$ cat config.mk
export PLATFORM = sky130hd
export DESIGN_NAME = i2c_slave_rx
export DESIGN_NICKNAME = d
export VERILOG_FILES = /design/src/rtl/i2c_pkg.sv /design/src/rtl/i2c_bus_sync.sv /design/src/rtl/i2c_slave_rx.sv
export SDC_FILE = /design/constraint.sdc
export NUM_CORES = 1
export LEC_CHECK = 0
export CAP_MARGIN = 25
export CORE_MARGIN = 2
export CORE_UTILIZATION = 35
export CTS_CLUSTER_DIAMETER = 30
export DETAILED_ROUTE_END_ITERATION = 10
export GPL_TIMING_DRIVEN = 0
export PLACE_DENSITY = 0.68
export SYNTH_ARGS = -nofsm -noshare
export SYNTH_HDL_FRONTEND = slang
export SYNTH_SLANG_ARGS = --single-unit
$ cat constraint.sdc
create_clock -name clk -period 1.7 [get_ports clk]
set_clock_uncertainty 0.15 [all_clocks]
set_input_delay 0.425 -clock clk [delete_from_list [all_inputs] [get_ports clk]]
set_output_delay 0.425 -clock clk [all_outputs]
set_load 0.01 [all_outputs]
$ cat src/rtl/i2c_pkg.sv
// ============================================================================
// Module      : i2c_pkg
// Description : Shared types and constants for the write-only I2C slave
//               receiver.
// Revision    : 1.0 - initial release
// ============================================================================
`default_nettype none

package i2c_pkg;

    localparam int   I2C_ADDR_W = 7;
    localparam int   I2C_BYTE_W = 8;

    // Open-drain levels driven onto SDA during the acknowledge bit
    localparam logic I2C_ACK    = 1'b0;
    localparam logic I2C_NACK   = 1'b1;

    typedef enum logic [2:0] {
        ST_IDLE      = 3'd0,
        ST_ADDR      = 3'd1,
        ST_ADDR_ACK  = 3'd2,
        ST_DATA      = 3'd3,
        ST_DATA_ACK  = 3'd4,
        ST_WAIT_STOP = 3'd5
    } i2c_state_t;

endpackage : i2c_pkg

`default_nettype wire

$ cat src/rtl/i2c_bus_sync.sv
// ============================================================================
// Module      : i2c_bus_sync
// Description : Synchronizes asynchronous SCL/SDA into the clk domain and
//               derives SCL edges plus START/STOP bus conditions.
// Revision    : 1.0 - initial release
// ============================================================================
`default_nettype none

module i2c_bus_sync #(
    parameter int SYNC_STAGES = 2
) (
    input  logic clk,
    input  logic rst,
    input  logic scl_i,
    input  logic sda_i,
    output logic scl_s,
    output logic sda_s,
    output logic scl_rise,
    output logic scl_fall,
    output logic start_cond,
    output logic stop_cond
);

    logic [SYNC_STAGES-1:0] scl_sync_q;
    logic [SYNC_STAGES-1:0] sda_sync_q;
    logic                   scl_prev_q;
    logic                   sda_prev_q;

    // Synchronizer chains plus one history flop per line; idle bus level is 1
    always_ff @(posedge clk) begin
        if (rst) begin
            scl_sync_q <= '1;
            sda_sync_q <= '1;
            scl_prev_q <= 1'b1;
            sda_prev_q <= 1'b1;
        end else begin
            scl_sync_q <= {scl_sync_q[SYNC_STAGES-2:0], scl_i};
            sda_sync_q <= {sda_sync_q[SYNC_STAGES-2:0], sda_i};
            scl_prev_q <= scl_s;
            sda_prev_q <= sda_s;
        end
    end

    assign scl_s    = scl_sync_q[SYNC_STAGES-1];
    assign sda_s    = sda_sync_q[SYNC_STAGES-1];
    assign scl_rise =  scl_s & ~scl_prev_q;
    assign scl_fall = ~scl_s &  scl_prev_q;

    // SDA transitions only count as bus conditions while SCL has been stably
    // high, so a simultaneous SCL/SDA change is never misread as START/STOP.
    assign start_cond = scl_s & scl_prev_q &  sda_prev_q & ~sda_s;
    assign stop_cond  = scl_s & scl_prev_q & ~sda_prev_q &  sda_s & ~start_cond;

endmodule : i2c_bus_sync

`default_nettype wire

$ cat src/rtl/i2c_slave_rx.sv
// ============================================================================
// Module      : i2c_slave_rx
// Description : Write-only I2C slave receiver. Matches a 7-bit address,
//               acknowledges, deserializes written bytes and presents them on
//               a valid/ready interface.
// Revision    : 1.0 - initial release
// ============================================================================
`default_nettype none

module i2c_slave_rx
    import i2c_pkg::*;
#(
    parameter logic [6:0] SLAVE_ADDR  = 7'h42,
    parameter int         SYNC_STAGES = 2
) (
    input  logic       clk,
    input  logic       rst,
    input  logic       scl_i,
    input  logic       sda_i,
    output logic       sda_o,
    output logic [7:0] rx_data,
    output logic       rx_valid,
    input  logic       rx_ready,
    output logic       start_det,
    output logic       stop_det,
    output logic       busy,
    output logic       overrun
);

    logic w_scl_s, w_sda_s, w_scl_rise, w_scl_fall, w_start, w_stop;
    logic w_sample;

    i2c_state_t                state_q, state_d;
    logic [2:0]                bit_cnt_q, bit_cnt_d;
    logic [I2C_BYTE_W-1:0]     shift_q, shift_d;
    logic [I2C_BYTE_W-1:0]     w_byte;
    logic                      byte_done_q, byte_done_d;
    logic                      sda_o_q, sda_o_d;
    logic [I2C_BYTE_W-1:0]     rx_data_q, rx_data_d;
    logic                      rx_valid_q, rx_valid_d;
    logic                      start_det_q, start_det_d;
    logic                      stop_det_q, stop_det_d;
    logic                      busy_q, busy_d;
    logic                      overrun_q, overrun_d;

    i2c_bus_sync #(
        .SYNC_STAGES (SYNC_STAGES)
    ) u_sync (
        .clk        (clk),
        .rst        (rst),
        .scl_i      (scl_i),
        .sda_i      (sda_i),
        .scl_s      (w_scl_s),
        .sda_s      (w_sda_s),
        .scl_rise   (w_scl_rise),
        .scl_fall   (w_scl_fall),
        .start_cond (w_start),
        .stop_cond  (w_stop)
    );

    // A bit is sampled on the synchronized SCL rising edge
    assign w_sample = w_scl_rise & w_scl_s;
    assign w_byte   = {shift_q[I2C_BYTE_W-2:0], w_sda_s};

    // State and output registers; every output is registered
    always_ff @(posedge clk) begin
        if (rst) begin
            state_q     <= ST_IDLE;
            bit_cnt_q   <= '0;
            shift_q     <= '0;
            byte_done_q <= 1'b0;
            sda_o_q     <= I2C_NACK;
            rx_data_q   <= '0;
            rx_valid_q  <= 1'b0;
            start_det_q <= 1'b0;
            stop_det_q  <= 1'b0;
            busy_q      <= 1'b0;
            overrun_q   <= 1'b0;
        end else begin
            state_q     <= state_d;
            bit_cnt_q   <= bit_cnt_d;
            shift_q     <= shift_d;
            byte_done_q <= byte_done_d;
            sda_o_q     <= sda_o_d;
            rx_data_q   <= rx_data_d;
            rx_valid_q  <= rx_valid_d;
            start_det_q <= start_det_d;
            stop_det_q  <= stop_det_d;
            busy_q      <= busy_d;
            overrun_q   <= overrun_d;
        end
    end

    // Next-state logic: bus conditions first, then per-state bit handling
    always_comb begin
        state_d     = state_q;
        bit_cnt_d   = bit_cnt_q;
        shift_d     = shift_q;
        byte_done_d = byte_done_q;
        sda_o_d     = sda_o_q;
        rx_data_d   = rx_data_q;
        rx_valid_d  = rx_valid_q & ~rx_ready;
        start_det_d = 1'b0;
        stop_det_d  = 1'b0;
        busy_d      = busy_q;
        overrun_d   = 1'b0;

        if (w_start) begin
            // START or repeated START: any partial byte is abandoned
            state_d     = ST_ADDR;
            bit_cnt_d   = '0;
            byte_done_d = 1'b0;
            sda_o_d     = I2C_NACK;
            busy_d      = 1'b1;
            start_det_d = 1'b1;
        end else if (w_stop) begin
            // STOP: a byte still awaiting the consumer is kept
            state_d     = ST_IDLE;
            bit_cnt_d   = '0;
            byte_done_d = 1'b0;
            sda_o_d     = I2C_NACK;
            busy_d      = 1'b0;
            stop_det_d  = 1'b1;
        end else begin
            case (state_q)
                ST_IDLE: begin
                end
                ST_ADDR: begin
                    if (w_sample) begin
                        shift_d   = w_byte;
                        bit_cnt_d = bit_cnt_q + 3'd1;
                        if (bit_cnt_q == 3'd7) begin
                            byte_done_d = 1'b1;
                        end
                    end else if (w_scl_fall && byte_done_q) begin
                        byte_done_d = 1'b0;
                        if (shift_q[I2C_BYTE_W-1:1] == SLAVE_ADDR && !shift_q[0]) begin
                            sda_o_d = I2C_ACK;
                            state_d = ST_ADDR_ACK;
                        end else begin
                            state_d = ST_WAIT_STOP;
                        end
                    end
                end
                ST_ADDR_ACK: begin
                    // The first falling edge seen here follows the 9th clock
                    if (w_scl_fall) begin
                        sda_o_d = I2C_NACK;
                        state_d = ST_DATA;
                    end
                end
                ST_DATA: begin
                    if (w_sample) begin
                        shift_d   = w_byte;
                        bit_cnt_d = bit_cnt_q + 3'd1;
                        if (bit_cnt_q == 3'd7) begin
                            if (!rx_valid_q || rx_ready) begin
                                rx_data_d   = w_byte;
                                rx_valid_d  = 1'b1;
                                byte_done_d = 1'b1;
                            end else begin
                                overrun_d = 1'b1;
                                state_d   = ST_WAIT_STOP;
                            end
                        end
                    end else if (w_scl_fall && byte_done_q) begin
                        byte_done_d = 1'b0;
                        sda_o_d     = I2C_ACK;
                        state_d     = ST_DATA_ACK;
                    end
                end
                ST_DATA_ACK: begin
                    if (w_scl_fall) begin
                        sda_o_d = I2C_NACK;
                        state_d = ST_DATA;
                    end
                end
                ST_WAIT_STOP: begin
                    sda_o_d = I2C_NACK;
                end
                default: begin
                    state_d = ST_IDLE;
                    sda_o_d = I2C_NACK;
                end
            endcase
        end
    end

    assign sda_o     = sda_o_q;
    assign rx_data   = rx_data_q;
    assign rx_valid  = rx_valid_q;
    assign start_det = start_det_q;
    assign stop_det  = stop_det_q;
    assign busy      = busy_q;
    assign overrun   = overrun_q;

endmodule : i2c_slave_rx

`default_nettype wire
==> results.py, run 1 <==
metrics = {
    "worst_hold_path": {
        "min_from": "u_sync.sda_sync_q[0]$_SDFF_PP1_",
        "hold_end": "u_sync.sda_sync_q[1]$_SDFF_PP1_",
        "hold_depth": 1,
        "hold_class": "reg -> reg",
    },
    "sta": {
        "period_needed_ns": 1.754,
        "period_share_pct": 103.2,
        "holdWs_ns": 0.2604,
        "finalWorstSetupSlack_ns": -0.05358,
        "fmax_mhz": 570.3,
        "tns_ns": -0.05358,
        "setup_viol": 1,
        "finalMaxSlewViolations": 0,
        "maxSlewHeadroom_pct": 77.16,
        "hold_violations": 0,
        "worst_pin_slew_ns": 0.3378,
        "rsz0062_at_grt": "true",
    },
    "floorplanning": {
        "core-area_mm2": 0.004058,
        "dieArea_mm2": 0.004788,
        "ios": 19,
        "dieHeight_um": 69.20,
        "die_w_um": 69.20,
        "start_util_pct": 36.66,
        "rows": 23,
    },
    "setup_path": {
        "crit_path_end_kind": "flop",
        "startpoint_type": "flop",
        "rr_endpoint": "state_q[2]$_SDFFE_PP0P_",
        "r2r-start": "u_sync.scl_sync_q[1]$_SDFF_PP1_",
        "cp.required_ns": 1.78,
        "crit_fanout": 6,
        "reg2reg_slack_ns": -0.05,
        "reg2reg_depth": 5,
        "cp.arrival_ns": 1.83,
        "critPathKind": "reg -> reg",
    },
    "pwr": {
        "power_mw": 1.521,
        "p_per_area_mw_per_mm2": 762.3,
        "vdd_drop_max_mv": 0.5772,
        "p_leak_nw": 0.8007,
    },
    "placed_design": {
        "io_buffer_count": 18,
        "finalWeightedCongestion": 0.8165,
        "post_dp_cell_area_mm2": 0.001740,
        "place_inst": 235,
        "pre_cts_slack_ns": -0.5297,
        "hpwl_um": 1945,
    },
    "final_layout": {
        "fin_util_pct": 49.18,
        "fin_area_mm2": 0.001996,
        "drive_gt1_share_pct": 26.11,
        "stdcell_count": 253,
        "diodes": 0,
        "fin_nets": 210,
        "final_cell_mix": "dfxtp_1, nand2_1, nor2_1",
        "layout_commonest_cell": "dfxtp_1",
        "area_growth_pct": 34.15,
    },
    "synthesis": {
        "seq_area_frac_synth_pct": 47.10,
        "netlist_instances": 167,
        "synth_edf_count": 0,
        "synth_warnings": 0,
        "yosys_register_bits": 35,
        "async_flop_share_pct": 0,
        "syn_avg_cell_area_um2": 8.908,
        "syn_area_mm2": 0.001488,
        "synth_nets": 174,
        "synth_cell_types": 39,
        "ys.flop_type": "dfxtp_1",
    },
    "status": {
        "violations": "setup timing",
        "status": "finished with violations",
    },
    "route": {
        "first_pass_iters": 4,
        "via_per_inst": 4.889,
        "wl_per_cell_um": 12.55,
        "first_iter_violations": 46,
        "antenna_left": 0,
        "drc": 0,
        "num_vias": 1237,
        "routed_wl_um": 3175,
    },
    "cts": {
        "cts_tree": "built",
        "clkLatencyLatePin_ns": 0.29,
        "numCtsBuffers": 5,
        "clockBufferDepth": 2,
        "cts_sinks": 35,
        "cts_hold_buf": 0,
        "ctsRootBufferMaster": "clkbuf_8",
        "path_clk_slew_ns": 0.07,
        "ctsHtreeMaxLevel": 2,
    },
    "grt": {
        "grt_pass1_vias": 1105,
        "grt_util_all_layers_pct": 12.87,
        "grt_start_max_net_pins": 11,
        "overflow": 0,
        "grt_pass1_wl_um": 4954,
        "grt_antenna_before_repair": 0,
    },
    "flow_run": {
        "maxCapViolCount": 0,
    },
}
==> flip-flops by register name (all words and copies together), names as in the netlist <==
register / flops
byte_done_q: 1
busy: 1
u_sync.sda_sync_q: 2
stop_det: 1
state_q: 3
rx_valid: 1
overrun: 1
u_sync.sda_prev_q: 1
u_sync.scl_sync_q: 2
u_sync.scl_prev_q: 1
rx_data: 8
bit_cnt_q: 3
shift_q: 8
start_det: 1
sda_o: 1
==> worst max-delay path: stages, from the launching register on <==
cell and delay, ns:
dfxtp_4 0.38, nand2b_4 0.15, o31a_1 0.28, a32o_2 0.28, or3_4 0.34, a21oi_2 0.11
==> synthesized netlist by cell type (2+ instances only) <==
library cell / instances / area (um2)
and3b_1: 2 / 17.52
o21ai_0: 5 / 25.02
nor4b_1: 2 / 17.52
clkbuf_1: 5 / 18.77
nand2b_1: 3 / 18.77
xnor2_1: 2 / 17.52
nand3_1: 2 / 10.01
a21oi_1: 15 / 75.07
nor2_1: 19 / 71.32
inv_1: 3 / 11.26
dfxtp_1: 35 / 700.7
nand2_1: 29 / 108.9
or2_2: 7 / 43.79
buf_2: 3 / 15.01
nor2b_1: 3 / 18.77
ha_1: 2 / 25.02
mux2i_1: 8 / 80.08
==> per-layer routing <==
metal	track usage (%)	part of all wire, %	up-vias
met5	0	0	-
met4	5.229	1.6	0
met3	4.506	4.3	6
met2	19.66	46	18
met1	16.58	48	577
li1	-	-	636
==> kinds of logic after synthesis <==
kind of cell,after synthesis,share of synthesized area [%]
buf+inv,12,3.784
simple gates,78,28.51
fa+ha+maj,2,1.682
mux,8,5.383
flops,35,47.10
xor+xnor,3,1.767
compound gates,29,11.77
==> how the worst max path moves through the flow <==
| stage | cells past startpoint | endpoint | startpoint |
|---|---|---|---|
| 3_5_place_dp | 6 | state_q[2]$_SDFFE_PP0P_ | rx_ready |
| 4_1_cts | 7 | rx_data[0]$_SDFFE_PP0P_ | u_sync.scl_prev_q$_SDFF_PP1_ |
| 3_3_place_gp | 6 | state_q[2]$_SDFFE_PP0P_ | rx_ready |
| 5_1_grt | 5 | state_q[2]$_SDFFE_PP0P_ | u_sync.scl_sync_q[1]$_SDFF_PP1_ |
| 6_report | 5 | state_q[2]$_SDFFE_PP0P_ | u_sync.scl_sync_q[1]$_SDFF_PP1_ |
| 2_1_floorplan | 6 | rx_data[0]$_SDFFE_PP0P_ | u_sync.scl_prev_q$_SDFF_PP1_ |
==> area by class of cell <==
cell class | instances | area (um2)
Fill cell | 394 | 2062
Timing Repair Buffer | 30 | 271.5
Tap cell | 50 | 62.56
Clock buffer | 6 | 82.58
Sequential cell | 35 | 708.2
Clock inverter | 1 | 5.005
Buffer | 8 | 51.30
Inverter | 3 | 11.26
Multi-Input combinational cell | 120 | 803.3
==> report_power, final <==
group	internal (mW)	leakage, nW	switching, mW
Combinational	0.0374	0.470	0.0379
Clock	0.318	0.0470	0.294
Sequential	0.827	0.284	0.00733
Total	1.18	0.801	0.339
==> repair_timing <==
item | CTS | global route
resized for setup | 24 | 21
pin swaps | 8 | 6
buffers inserted | 7 | 5
setup endpoints to repair | 38 | 26
Power figures use the tool's default switching activity.
==> inputs of run 2 (changes only) <==
--- a/config.mk
+++ b/config.mk
@@ -11,7 +11,9 @@
 export CTS_CLUSTER_DIAMETER = 30
 export DETAILED_ROUTE_END_ITERATION = 10
 export GPL_TIMING_DRIVEN = 0
+export HOLD_SLACK_MARGIN = 0.15
 export PLACE_DENSITY = 0.68
 export SYNTH_ARGS = -nofsm -noshare
 export SYNTH_HDL_FRONTEND = slang
+export SYNTH_HIERARCHICAL = 1
 export SYNTH_SLANG_ARGS = --single-unit
==> results.py, run 2 <==
metrics = {
    "setup_path": {
        "crit_fanout": 6,
        "critPathCapture": "rx_data[0]$_SDFFE_PP0P_",
        "critPathKind": "reg -> reg",
        "startpoint_type": "flop",
        "reg2reg_depth": 6,
        "r2r-start": "u_sync/scl_sync_q[1]$_SDFF_PP1_",
        "cp.required_ns": 1.71,
        "crit_path_end_kind": "flop",
        "critPathLaunch": "u_sync/scl_sync_q[1]$_SDFF_PP1_",
        "reg2reg_slack_ns": -0.10,
        "cp.arrival_ns": 1.81,
        "rr_endpoint": "rx_data[0]$_SDFFE_PP0P_",
    },
    "cts": {
        "clockBufferDepth": 2,
        "path_clk_slew_ns": 0.07,
        "ctsHtreeMaxLevel": 2,
        "clkLatencyLatePin_ns": 0.29,
        "numCtsBuffers": 5,
        "cts_tree": "built",
        "ctsRootBufferMaster": "clkbuf_8",
        "cts_sinks": 35,
    },
    "placed_design": {
        "hpwl_um": 2113,
        "pre_cts_slack_ns": -0.6011,
        "place_inst": 218,
        "finalWeightedCongestion": 0.9466,
        "io_buffer_count": 18,
    },
    "sta": {
        "holdWs_ns": 0.2640,
        "finalWorstSetupSlack_ns": -0.1039,
        "maxSlewHeadroom_pct": 61.18,
        "fmax_mhz": 554.4,
        "period_needed_ns": 1.804,
        "rsz0062_at_grt": "true",
        "worst_pin_slew_ns": 0.5784,
        "setup_viol": 19,
        "period_share_pct": 106.1,
        "finalMaxSlewViolations": 0,
        "hold_violations": 0,
    },
    "floorplanning": {
        "ios": 19,
        "rows": 23,
        "start_util_pct": 36.55,
        "dieArea_mm2": 0.004742,
        "core-area_mm2": 0.004029,
        "dieHeight_um": 68.87,
        "die_w_um": 68.87,
    },
    "synthesis": {
        "async_flop_share_pct": 0,
        "synth_nets": 157,
        "netlist_top_cells_area": "dfxtp_1, mux2i_1, nor2_1",
        "syn_area_mm2": 0.001473,
        "synth_cell_types": 39,
        "ys.flop_type": "dfxtp_1",
        "synth_edf_count": 0,
        "seq_area_frac_synth_pct": 47.58,
        "netlist_instances": 150,
        "synth_top_area_share_pct": 47.58,
        "synth_common_cells": "dfxtp_1, nor2_1, mux2i_1, or2_1",
        "yosysMostFrequentCell": "dfxtp_1",
        "yosys_register_bits": 35,
        "synth_warnings": 6,
        "synth_top_cell_by_area": "dfxtp_1",
        "syn_avg_cell_area_um2": 9.818,
    },
    "route": {
        "num_vias": 1242,
        "routed_wl_um": 3447,
        "antenna_left": 0,
        "drc": 0,
        "first_iter_violations": 84,
        "first_pass_iters": 4,
        "via_per_inst": 5.154,
        "wl_per_cell_um": 14.30,
    },
    "final_layout": {
        "layout_commonest_cell": "dfxtp_1",
        "area_growth_pct": 43.25,
        "num-fill-cells": 368,
        "fin_nets": 197,
        "final_cell_mix": "dfxtp_1, nor2_1, mux2i_1",
        "diodes": 0,
        "drive_gt1_share_pct": 28.27,
        "stdcell_count": 241,
    },
    "grt": {
        "overflow": 0,
        "grt_util_all_layers_pct": 16.62,
        "grt_pass1_wl_um": 5782,
        "grt_pass1_vias": 1223,
        "grt_start_max_net_pins": 11,
        "grt_antenna_before_repair": 0,
    },
    "pwr": {
        "p_leak_nw": 0.9007,
        "p_per_area_mw_per_mm2": 745.6,
        "vdd_drop_max_mv": 0.4414,
    },
    "flow_run": {
        "maxCapViolCount": 0,
    },
    "worst_hold_path": {
        "hold_class": "reg -> reg",
        "hold_depth": 1,
    },
    "status": {
        "status": "finished with violations",
        "violations": "setup timing",
    },
}
==> run 2: changes by cell type in the layout (fill, tap and decap cells not counted), moves of 3 or more <==
cell | before | now
clkbuf_2 | 4 | 0
or2_2 | 7 | 0
nand2_1 | 28 | 3
or2_1 | 0 | 6
mux2i_1 | 8 | 19
a21oi_1 | 14 | 5
buf_4 | 11 | 14
nor2_1 | 18 | 24
==> run 2: how the worst min path moves through the flow <==
stage / slack [ns] / endpoint / startpoint
2_1_floorplan: 0.23 / u_sync/scl_sync_q[1]$_SDFF_PP1_ / u_sync/scl_sync_q[0]$_SDFF_PP1_
6_report: 0.26 / u_sync/sda_sync_q[1]$_SDFF_PP1_ / u_sync/sda_sync_q[0]$_SDFF_PP1_
3_5_place_dp: 0.25 / u_sync/sda_sync_q[1]$_SDFF_PP1_ / u_sync/sda_sync_q[0]$_SDFF_PP1_
5_1_grt: 0.28 / u_sync/sda_sync_q[1]$_SDFF_PP1_ / u_sync/sda_sync_q[0]$_SDFF_PP1_
3_3_place_gp: 0.24 / u_sync/sda_sync_q[1]$_SDFF_PP1_ / u_sync/sda_sync_q[0]$_SDFF_PP1_
4_1_cts: 0.27 / u_sync/sda_sync_q[1]$_SDFF_PP1_ / u_sync/sda_sync_q[0]$_SDFF_PP1_
==> run 2: power breakdown <==
group,internal [mW],switching (mW)
logic,0.0378,0.0467
clock network,0.370,0.285
registers,0.828,0.00538
total,1.24,0.337
==> run 2: area by class of cell <==
type / count / area [um2] / area share (%)
multi-input combinational: 105 / 882.1 / 41.82
sequential: 35 / 709.4 / 33.63
timing repair buffer: 33 / 301.5 / 14.29
clock buffer: 8 / 100.1 / 4.745
tap: 50 / 62.56 / 2.966
buffer: 5 / 35.03 / 1.661
inverter: 5 / 18.77 / 0.8897
==> run 2: cell families after synthesis <==
group                      count (synthesis)  synth area share [%]
and+or+nand+nor                           62                 24.30
buffers and inverters                     11                 3.229
DFF                                       35                 47.58
adders and majority gates                  2                 1.699
muxes                                     19                 12.91
xor gates and xnor gates                   1                0.5948
AOI/OAI and AO/OA                         20                 9.687
==> run 2: per-layer routing <==
| metal | up-vias | track usage (%) | wire [um] | share of wire (%) |
|---|---|---|---|---|
| li1 | 608 | - | - | - |
| met1 | 592 | 20.00 | 1429 | 41 |
| met2 | 31 | 27.04 | 1765 | 51 |
| met3 | 11 | 5.519 | 161 | 4.7 |
| met4 | 0 | 7.108 | 91 | 2.6 |
| met5 | - | 0 | 0 | 0 |
==> run 2: worst max-delay path, stage by stage, from the launching register on <==
cell     delay [ns]
dfxtp_4        0.37
and4b_2        0.22
or2_4          0.26
nor4_4         0.26
buf_6          0.18
mux2i_1        0.19
nor2_1         0.05
==> run 2: timing repair <==
item | 4_1_cts | 5_1_grt
buffers inserted | 16 | 1
hold buffers | 0 | 0
gates cloned | 1 | 1
pin swaps | 7 | 8
hold endpoints to repair | 0 | 0
resized for setup | 44 | 9
endpoints found under the setup margin | 34 | 23
==> run 2: per-stage QoR <==
step	util (%)	cell area, um2	power (mW)	TNS, ns
finish	52.36	2110	1.573	-1.089
global route	52.36	2110	1.634	-2.255
CTS	51.77	2086	1.584	-0.6528
detailed placement	42.86	1727	0.9219	-9.436
global placement	42.86	1727	0.9193	-8.366
floorplan	-	1484	0.8939	-1.783
==> inputs of run 3 (changes only) <==
--- a/config.mk
+++ b/config.mk
@@ -6,13 +6,15 @@
 export NUM_CORES = 1
 export LEC_CHECK = 0
 export CAP_MARGIN = 25
+export CELL_PAD_IN_SITES_DETAIL_PLACEMENT = 0
+export CELL_PAD_IN_SITES_GLOBAL_PLACEMENT = 2
 export CORE_MARGIN = 2
-export CORE_UTILIZATION = 35
+export CORE_UTILIZATION = 34
 export CTS_CLUSTER_DIAMETER = 30
 export DETAILED_ROUTE_END_ITERATION = 10
 export GPL_TIMING_DRIVEN = 0
 export HOLD_SLACK_MARGIN = 0.15
-export PLACE_DENSITY = 0.68
+export PLACE_DENSITY = 0.89
 export SYNTH_ARGS = -nofsm -noshare
 export SYNTH_HDL_FRONTEND = slang
 export SYNTH_HIERARCHICAL = 1
==> constraint.sdc (replaced) <==
create_clock -name clk -period 1.94 [get_ports clk]
set_clock_uncertainty 0.15 [all_clocks]
set_input_delay 0.485 -clock clk [delete_from_list [all_inputs] [get_ports clk]]
set_output_delay 0.485 -clock clk [all_outputs]
set_load 0.01 [all_outputs]
==> results.py, run 3 (synthesis results as in run 2) <==
metrics = {
    "route": {
        "first_pass_iters": 4,
        "routed_wl_um": 3049,
        "first_iter_violations": 73,
        "via_per_inst": 5.105,
        "drc": 0,
        "antenna_left": 0,
        "num_vias": 1164,
        "wl_per_cell_um": 13.37,
    },
    "sta": {
        "period_share_pct": 96.73,
        "setup_viol": 0,
        "hold_violations": 0,
        "worst_pin_slew_ns": 0.4835,
        "holdWs_ns": 0.2631,
        "fmax_mhz": 532.9,
        "maxSlewHeadroom_pct": 67.77,
        "finalWorstSetupSlack_ns": 0.06346,
        "period_needed_ns": 1.877,
        "rsz0062_at_grt": "false",
        "finalMaxSlewViolations": 0,
    },
    "cts": {
        "numCtsBuffers": 5,
        "clockBufferDepth": 2,
        "cts_tree": "built",
        "ctsRootBufferMaster": "clkbuf_8",
        "clkLatencyLatePin_ns": 0.29,
        "cts_sinks": 35,
        "ctsHtreeMaxLevel": 2,
        "path_clk_slew_ns": 0.07,
    },
    "pwr": {
        "vdd_drop_max_mv": 0.5376,
        "p_sw_share_pct": 20.41,
        "p_int_mw": 1.168,
        "combPwrFrac_pct": 4.1,
        "power_mw": 1.467,
        "p_leak_nw": 0.8014,
        "p_per_area_mw_per_mm2": 761.9,
        "pwr-share-seq_pct": 49.9,
        "clkPwrFrac_pct": 46.1,
        "switchingPower_mw": 0.2994,
    },
    "placed_design": {
        "io_buffer_count": 18,
        "finalWeightedCongestion": 0.8904,
        "hpwl_um": 2137,
        "place_inst": 218,
        "pre_cts_slack_ns": -0.4367,
    },
    "grt": {
        "grt_start_max_net_pins": 12,
        "grt_pass1_vias": 1184,
        "grt_util_all_layers_pct": 14.23,
        "grt_antenna_before_repair": 0,
        "overflow": 0,
        "grt_pass1_wl_um": 5513,
    },
    "final_layout": {
        "layout_commonest_cell": "dfxtp_1",
        "final_cell_mix": "dfxtp_1, nor2_1, mux2i_1",
        "area_growth_pct": 30.76,
        "fin_nets": 184,
        "drive_gt1_share_pct": 15.73,
        "diodes": 0,
        "stdcell_count": 228,
    },
    "setup_path": {
        "crit_chain": "clkdlybuf4s50_1, nand4b_1, o32a_1, a32o_2, a221oi_2",
        "slowest_stage": "clkdlybuf4s50_1",
        "critPathBufInv": 1,
        "crit_path_end_kind": "flop",
        "startpoint_type": "primary input",
        "cp.arrival_ns": 1.93,
        "crit_fanout": 2,
        "critPathKind": "in -> reg",
        "cp.required_ns": 2.00,
        "slowest_delay_ns": 0.42,
        "crit_family": "compound AO/OA/AOI/OAI gates",
    },
    "floorplanning": {
        "die_w_um": 69.82,
        "rows": 23,
        "dieHeight_um": 69.82,
        "core-area_mm2": 0.004086,
        "dieArea_mm2": 0.004874,
        "start_util_pct": 36.04,
        "ios": 19,
    },
    "flow_run": {
        "maxCapViolCount": 0,
    },
    "worst_hold_path": {
        "hold_class": "reg -> reg",
    },
    "status": {
        "status": "finished clean",
    },
}
## run 3: path summary, 6_finish.rpt
| kind | end | from | slack [ns] | cells after the start |
|---|---|---|---|---|
| max reg2reg | state_q[1]$_SDFFE_PP0P_ | bit_cnt_q[0]$_SDFFE_PP0N_ | 0.10 | 6 |
| max | state_q[1]$_SDFFE_PP0P_ | rx_ready | 0.06 | 5 |
| min | u_sync/sda_sync_q[1]$_SDFF_PP1_ | u_sync/sda_sync_q[0]$_SDFF_PP1_ | 0.26 | 1 |
| min reg2reg | u_sync/sda_sync_q[1]$_SDFF_PP1_ | u_sync/sda_sync_q[0]$_SDFF_PP1_ | 0.26 | 1 |
## run 3: layout make-up
cell class	count	area (um2)
tap	50	62.56
clock buffer	6	82.58
fill	394	2161
sequential	35	708.2
inverter	5	18.77
buffer	5	23.77
timing repair buffer	21	217.7
clock inverter	2	35.03
multi-input combinational	104	777.0
## run 3: stage by stage
step | util (%) | setup TNS, ns | instance area [um2]
floorplan | - | 0 | 1474
global placement | 42.01 | -3.781 | 1717
detailed placement | 42.01 | -4.395 | 1717
CTS | 46.05 | 0 | 1882
global route | 47.12 | 0 | 1926
finish | 47.12 | 0 | 1926
## run 3: per-layer routing
layer / share of wire, % / vias to the layer above / track usage, % / wire (um)
li1: - / 576 / - / -
met3: 3.7 / 6 / 4.360 / 112
met2: 51 / 26 / 23.70 / 1554
met1: 44 / 556 / 16.53 / 1328
met5: 0 / - / 0 / 0
met4: 1.8 / 0 / 6.838 / 54
## run 3: power by group through the flow
stage | clock [mW] | sequential (mW) | combinational [mW]
2_1_floorplan | 0 | 0.748 | 0.0351
3_3_place_gp | 0 | 0.748 | 0.0578
3_5_place_dp | 0 | 0.748 | 0.0589
4_1_cts | 0.695 | 0.732 | 0.0595
5_1_grt | 0.731 | 0.732 | 0.0671
6_report | 0.676 | 0.731 | 0.0597
## run 3: repair_timing
| item | in CTS | in global routing |
|---|---|---|
| pin swaps | 2 | 3 |
| endpoints found under the setup margin | 19 | 20 |
| setup buffers | 2 | 1 |
| gates resized for setup | 6 | 11 |
| hold buffers | 0 | 0 |
